$ cat src/rtl/and_or_pipe_pkg.sv
// Shared constants for the and_or_pipe streaming AND/OR datapath.
package and_or_pipe_pkg;

  localparam int DEF_WIDTH   = 8;
  localparam int DEF_DEPTH   = 2;
  localparam int DEF_COUNT_W = 16;

  // Selects which AND result feeds the OR of a sample.
  localparam logic ORDER_PREV = 1'b0;
  localparam logic ORDER_CURR = 1'b1;

endpackage

$ cat src/rtl/and_or_pipe_stage.sv
// One valid/ready register slice; a bubble or a moving successor lets it load.
module and_or_pipe_stage #(
  parameter int DATA_W = 16
) (
  input  logic              i_clk,
  input  logic              i_rst_n,
  input  logic              i_up_valid,
  input  logic [DATA_W-1:0] i_up_data,
  output logic              o_up_ready,
  output logic              o_dn_valid,
  output logic [DATA_W-1:0] o_dn_data,
  input  logic              i_dn_ready
);

  logic              r_valid;
  logic [DATA_W-1:0] r_data;

  assign o_up_ready = !r_valid || i_dn_ready;
  assign o_dn_valid = r_valid;
  assign o_dn_data  = r_data;

  // Data only loads with a real sample so the outputs keep their last value on bubbles.
  always_ff @(posedge i_clk or negedge i_rst_n) begin
    if (!i_rst_n) begin
      r_valid <= 1'b0;
      r_data  <= '0;
    end else if (o_up_ready) begin
      r_valid <= i_up_valid;
      if (i_up_valid) r_data <= i_up_data;
    end
  end

endmodule

$ cat src/rtl/and_or_pipe.sv
// Pipelined per-lane f = x1 & x2, g = f | x3 with selectable AND source and a transfer counter.
module and_or_pipe
  import and_or_pipe_pkg::*;
#(
  parameter int WIDTH   = DEF_WIDTH,
  parameter int DEPTH   = DEF_DEPTH,
  parameter int COUNT_W = DEF_COUNT_W
) (
  input  logic               Clock,
  input  logic               Resetn,
  input  logic [WIDTH-1:0]   x1,
  input  logic [WIDTH-1:0]   x2,
  input  logic [WIDTH-1:0]   x3,
  input  logic               order,
  input  logic               in_valid,
  output logic               in_ready,
  output logic [WIDTH-1:0]   f,
  output logic [WIDTH-1:0]   g,
  output logic               out_valid,
  input  logic               out_ready,
  output logic [COUNT_W-1:0] xfer_cnt
);

  logic [WIDTH-1:0]   w_fa;
  logic [WIDTH-1:0]   w_ga;
  logic               w_accept;
  logic [DEPTH:0]     w_valid;
  logic [DEPTH:0]     w_ready;
  logic [2*WIDTH-1:0] w_data [DEPTH+1];

  logic [WIDTH-1:0]   r_fprev;
  logic [COUNT_W-1:0] r_cnt;

  // Evaluation at accept: the OR takes either this sample's AND or the last accepted one.
  always_comb begin
    w_fa = x1 & x2;
    w_ga = (order == ORDER_CURR) ? (w_fa | x3) : (r_fprev | x3);
  end

  assign in_ready   = w_ready[0] && Resetn;
  assign w_accept   = in_valid && in_ready;
  assign w_valid[0] = in_valid;
  assign w_data[0]  = {w_fa, w_ga};
  assign w_ready[DEPTH] = out_ready;

  for (genvar k = 0; k < DEPTH; k++) begin : g_stage
    and_or_pipe_stage #(.DATA_W(2*WIDTH)) u_stage (
      .i_clk      (Clock),
      .i_rst_n    (Resetn),
      .i_up_valid (w_valid[k]),
      .i_up_data  (w_data[k]),
      .o_up_ready (w_ready[k]),
      .o_dn_valid (w_valid[k+1]),
      .o_dn_data  (w_data[k+1]),
      .i_dn_ready (w_ready[k+1])
    );
  end

  assign out_valid = w_valid[DEPTH];
  assign f         = w_data[DEPTH][2*WIDTH-1:WIDTH];
  assign g         = w_data[DEPTH][WIDTH-1:0];
  assign xfer_cnt  = r_cnt;

  // f_prev only tracks accepted samples; idle and stalled cycles leave it alone.
  always_ff @(posedge Clock or negedge Resetn) begin
    if (!Resetn) begin
      r_fprev <= '0;
      r_cnt   <= '0;
    end else begin
      if (w_accept) r_fprev <= w_fa;
      if (out_valid && out_ready) r_cnt <= r_cnt + 1'b1;
    end
  end

endmodule

$ cat config.mk
export PLATFORM = sky130hd
export DESIGN_NAME = and_or_pipe
export DESIGN_NICKNAME = d
export VERILOG_FILES = /design/src/rtl/and_or_pipe_pkg.sv /design/src/rtl/and_or_pipe_stage.sv /design/src/rtl/and_or_pipe.sv
export SDC_FILE = /design/constraint.sdc
export NUM_CORES = 1
export LEC_CHECK = 0
export CORE_ASPECT_RATIO = 1.75
export CORE_MARGIN = 1
export CORE_UTILIZATION = 44
export CTS_CLUSTER_SIZE = 16
export DETAILED_ROUTE_END_ITERATION = 8
export PLACE_DENSITY = 0.73
export SLEW_MARGIN = 5
export SYNTH_ARGS = -nofsm -noshare
export SYNTH_HDL_FRONTEND = slang
export SYNTH_HIERARCHICAL = 1
export SYNTH_SLANG_ARGS = --single-unit
$ cat constraint.sdc
create_clock -name Clock -period 1.68 [get_ports Clock]
set_clock_uncertainty 0.15 [all_clocks]
set_input_delay 0.252 -clock Clock [delete_from_list [all_inputs] [get_ports Clock]]
set_output_delay 0.252 -clock Clock [all_outputs]
set_load 0.05 [all_outputs]
==> flow_summary_export.csv <==
group,metric,value,unit
outcome,outcome,"completed",
global_route,grt.met2_usage,34.4,%
hold_path,hold_path.class,"in -> reg",
floorplan,die_w,59.8,um
sta,holdWs,269,ps
yosys,synth.avg_cell_area,14.5,sq um
clocking,clkTransAtPathRegs,70,ps
yosys,synth_top_area_cell,"dfrtp_1",
global_route,globalRouteMet1Util,21.3,%
worst_setup_path,r2r_start,"g_stage[1].u_stage/o_dn_valid$_DFFE_PN0P_",
global_route,grt_max_degree,59,
power_and_ir_drop,ir_drop,0.000733,V
placed_design,dp_hpwl,3.90,mm
worst_setup_path,rr_worst_depth,5,
worst_setup_path,r2r_slack,60,ps
yosys,ys_warn_count,6,
worst_setup_path,cp-startpoint,"g_stage[1].u_stage/o_dn_valid$_DFFE_PN0P_",
worst_setup_path,r2r_end,"xfer_cnt[11]$_DFFE_PN0P_",
clocking,cts_root_buf,"clkbuf_8",
sta,max_slew.worst_pin.slew,713,ps
sta,relSlewSlack,52.5,%
sta,rsz0062_at_grt,"true",
placed_design,dpl.cell_count,338,
clocking,clkLatencyLatePin,340,ps
final_layout,final_area,3900,sq um
clocking,clock_path_buffers,2,
placed_design,placed_area,3670,sq um
final_layout,drive_gt1_share,51.4,%
clocking,cts.sinks,58,
floorplan,io_pins,63,
sta,setup_violations,0,
floorplan,start_util,46.1,%
yosys,ys_seq_elements,58,
power_and_ir_drop,power.density,1260,nW/um^2
final_layout,instances_no_fill,360,
sta,period_minus_slack,1650,ps
final_layout,area_growth,51.4,%
sta,hold_viol,0,
placed_design,dp_slack,-287,ps
floorplan,rows,36,
sta,slew_violations,0,
floorplan,core_area,5590,sq um
final_layout,final_cell_mix,"dfrtp_1, buf_4, clkdlybuf4s50_1",
global_route,use_met3,5.47,%
yosys,syn_nets,208,
final_layout,final_common_cell,"dfrtp_1",
route,route.detailed.drc,0,
global_route,grt_pass1_vias,1860,
placed_design,gp_congestion,0.759,
route,first_iter_violations,42,
yosys,syn_area,2570,sq um
route,ant_nets,0,
worst_setup_path,cp.required,1280,ps
worst_setup_path,start_kind,"register",
global_route,grt-ovfl-total,0,
final_layout,nNetsFinal,309,
worst_setup_path,crit_path_end_kind,"output pin",
sta,fin_crit_sh,98.4,%
route,finalWirelength,5.25,mm
global_route,grt-busiest-layer,"met2",
clocking,htree_levels,3,
yosys,syn_inst,178,
floorplan,dieHeight,103,um
final_layout,antenna_cells,0,
route,vias,1750,
power_and_ir_drop,leakage,1.83,nW
sta,fin_ws,27.6,ps
route,drt-vias-per-instance,4.86,
global_route,grt_pass1_wl,8.79,mm
placed_design,portBuffers,62,
global_route,antenna_found_initial,0,
yosys,yosys-top-cells-area,"dfrtp_1, mux2_4, mux2_2",
worst_setup_path,endpoint,"in_ready",
floorplan,die_area,6170,sq um
yosys,ys_types,23,
worst_setup_path,criticalPathCategory,"reg -> out",
global_route,grt_util_all_layers,20.0,%
clocking,cts_buffers,9,
route,first_pass_iters,4,
worst_setup_path,critPathArrivalTime,1250,ps
worst_setup_path,path_max_fanout,2,
sta,timing.fmax,605,MHz
route,post_drt_wl_per_cell,14.6,um
yosys,ys_seq_area_share,56.4,%
flow_run,drv_cap,0,
yosys,yosys.area.top_type_share,56.4,%
clocking,tritoncts,"built",
[Yosys cell counts]
library cell / count
dfrtp_1: 58
mux2_2: 21
mux2_4: 20
and2_1: 9
a211o_1: 8
nor2b_1: 8
xnor2_1: 8
nand2_1: 7
xor2_1: 7
nor2_1: 6
nand4_1: 5
nand3_1: 3
nor3_1: 3
buf_12: 2
nand2_4: 2
nand2b_4: 2
nand3_2: 2
or2b_1: 2
and4_1: 1
clkbuf_1: 1
ha_1: 1
or2_2: 1
or4_4: 1
[metal layers]
layer	up-vias	part of all wire, %
met1	860	37
met3	14	3.7
met4	0	2.9
li1	826	-
met2	50	56
met5	-	0
[repair_timing]
item,4_1_cts,5_1_grt
pin swaps,0,1
resized for setup,1,3
buffers inserted,4,2
hold buffers,1,0
endpoints found under the hold margin,58,0
endpoints found under the setup margin,1,2
[registers in the layout, summed over array words and instances, names as in the netlist]
register                    cells
xfer_cnt                       16
g_stage.u_stage/o_dn_data      32
r_fprev                         8
g_stage.u_stage/o_dn_valid      2
[through the flow]
stage | total power [mW] | setup TNS [ps] | utilization [%]
2_1_floorplan | 2.96 | -317 | -
3_3_place_gp | 3.82 | -9060 | 65.6
3_5_place_dp | 3.86 | -9760 | 65.6
4_1_cts | 4.97 | 0 | 69.2
5_1_grt | 5.16 | -35.9 | 69.8
6_report | 4.92 | 0 | 69.8
[worst min path at each step]
stage                                       from                                           to  slack (ps)  depth (start not counted)
after CTS                              out_ready                      xfer_cnt[2]$_DFFE_PN0P_         230                          3
after global routing                   out_ready                      xfer_cnt[2]$_DFFE_PN0P_         290                          3
after global placement    r_fprev[6]$_DFFE_PN0P_                       r_fprev[6]$_DFFE_PN0P_         330                          1
after detailed placement                  Resetn                      xfer_cnt[2]$_DFFE_PN0P_         340                          2
after floorplan                           Resetn  g_stage[0].u_stage/o_dn_data[0]$_DFFE_PN0P_        -190                          0
final                                  out_ready                      xfer_cnt[2]$_DFFE_PN0P_         270                          3
[area by class of cell]
type / count / area, sq um
Fill cell: 440 / 1690
Sequential cell: 58 / 1460
Multi-Input combinational cell: 117 / 1110
Timing Repair Buffer: 93 / 1060
Clock buffer: 9 / 124
Tap cell: 76 / 95.1
Clock inverter: 7 / 46.3
[critical path, stage by stage, from the launching register on]
cell and delay (ps):
dfrtp_2 430, nand2b_4 80, nand2b_4 120, and2_4 160, buf_12 130
[cells by family after synthesis]
kind of cell	share of synthesized area (%)
xor gates and xnor gates	5.10
buffers and inverters	1.70
DFF	56.4
adders and majority gates	0.486
muxes	20.9
AOI/OAI and AO/OA	2.72
and+or+nand+nor	12.7
[report_power, final]
group	total, mW	internal [mW]	switching (mW)
logic	1.98	0.961	1.02
clock network	1.08	0.526	0.557
registers	1.86	1.68	0.183
Note: power is estimated with default switching activity, not from simulation.
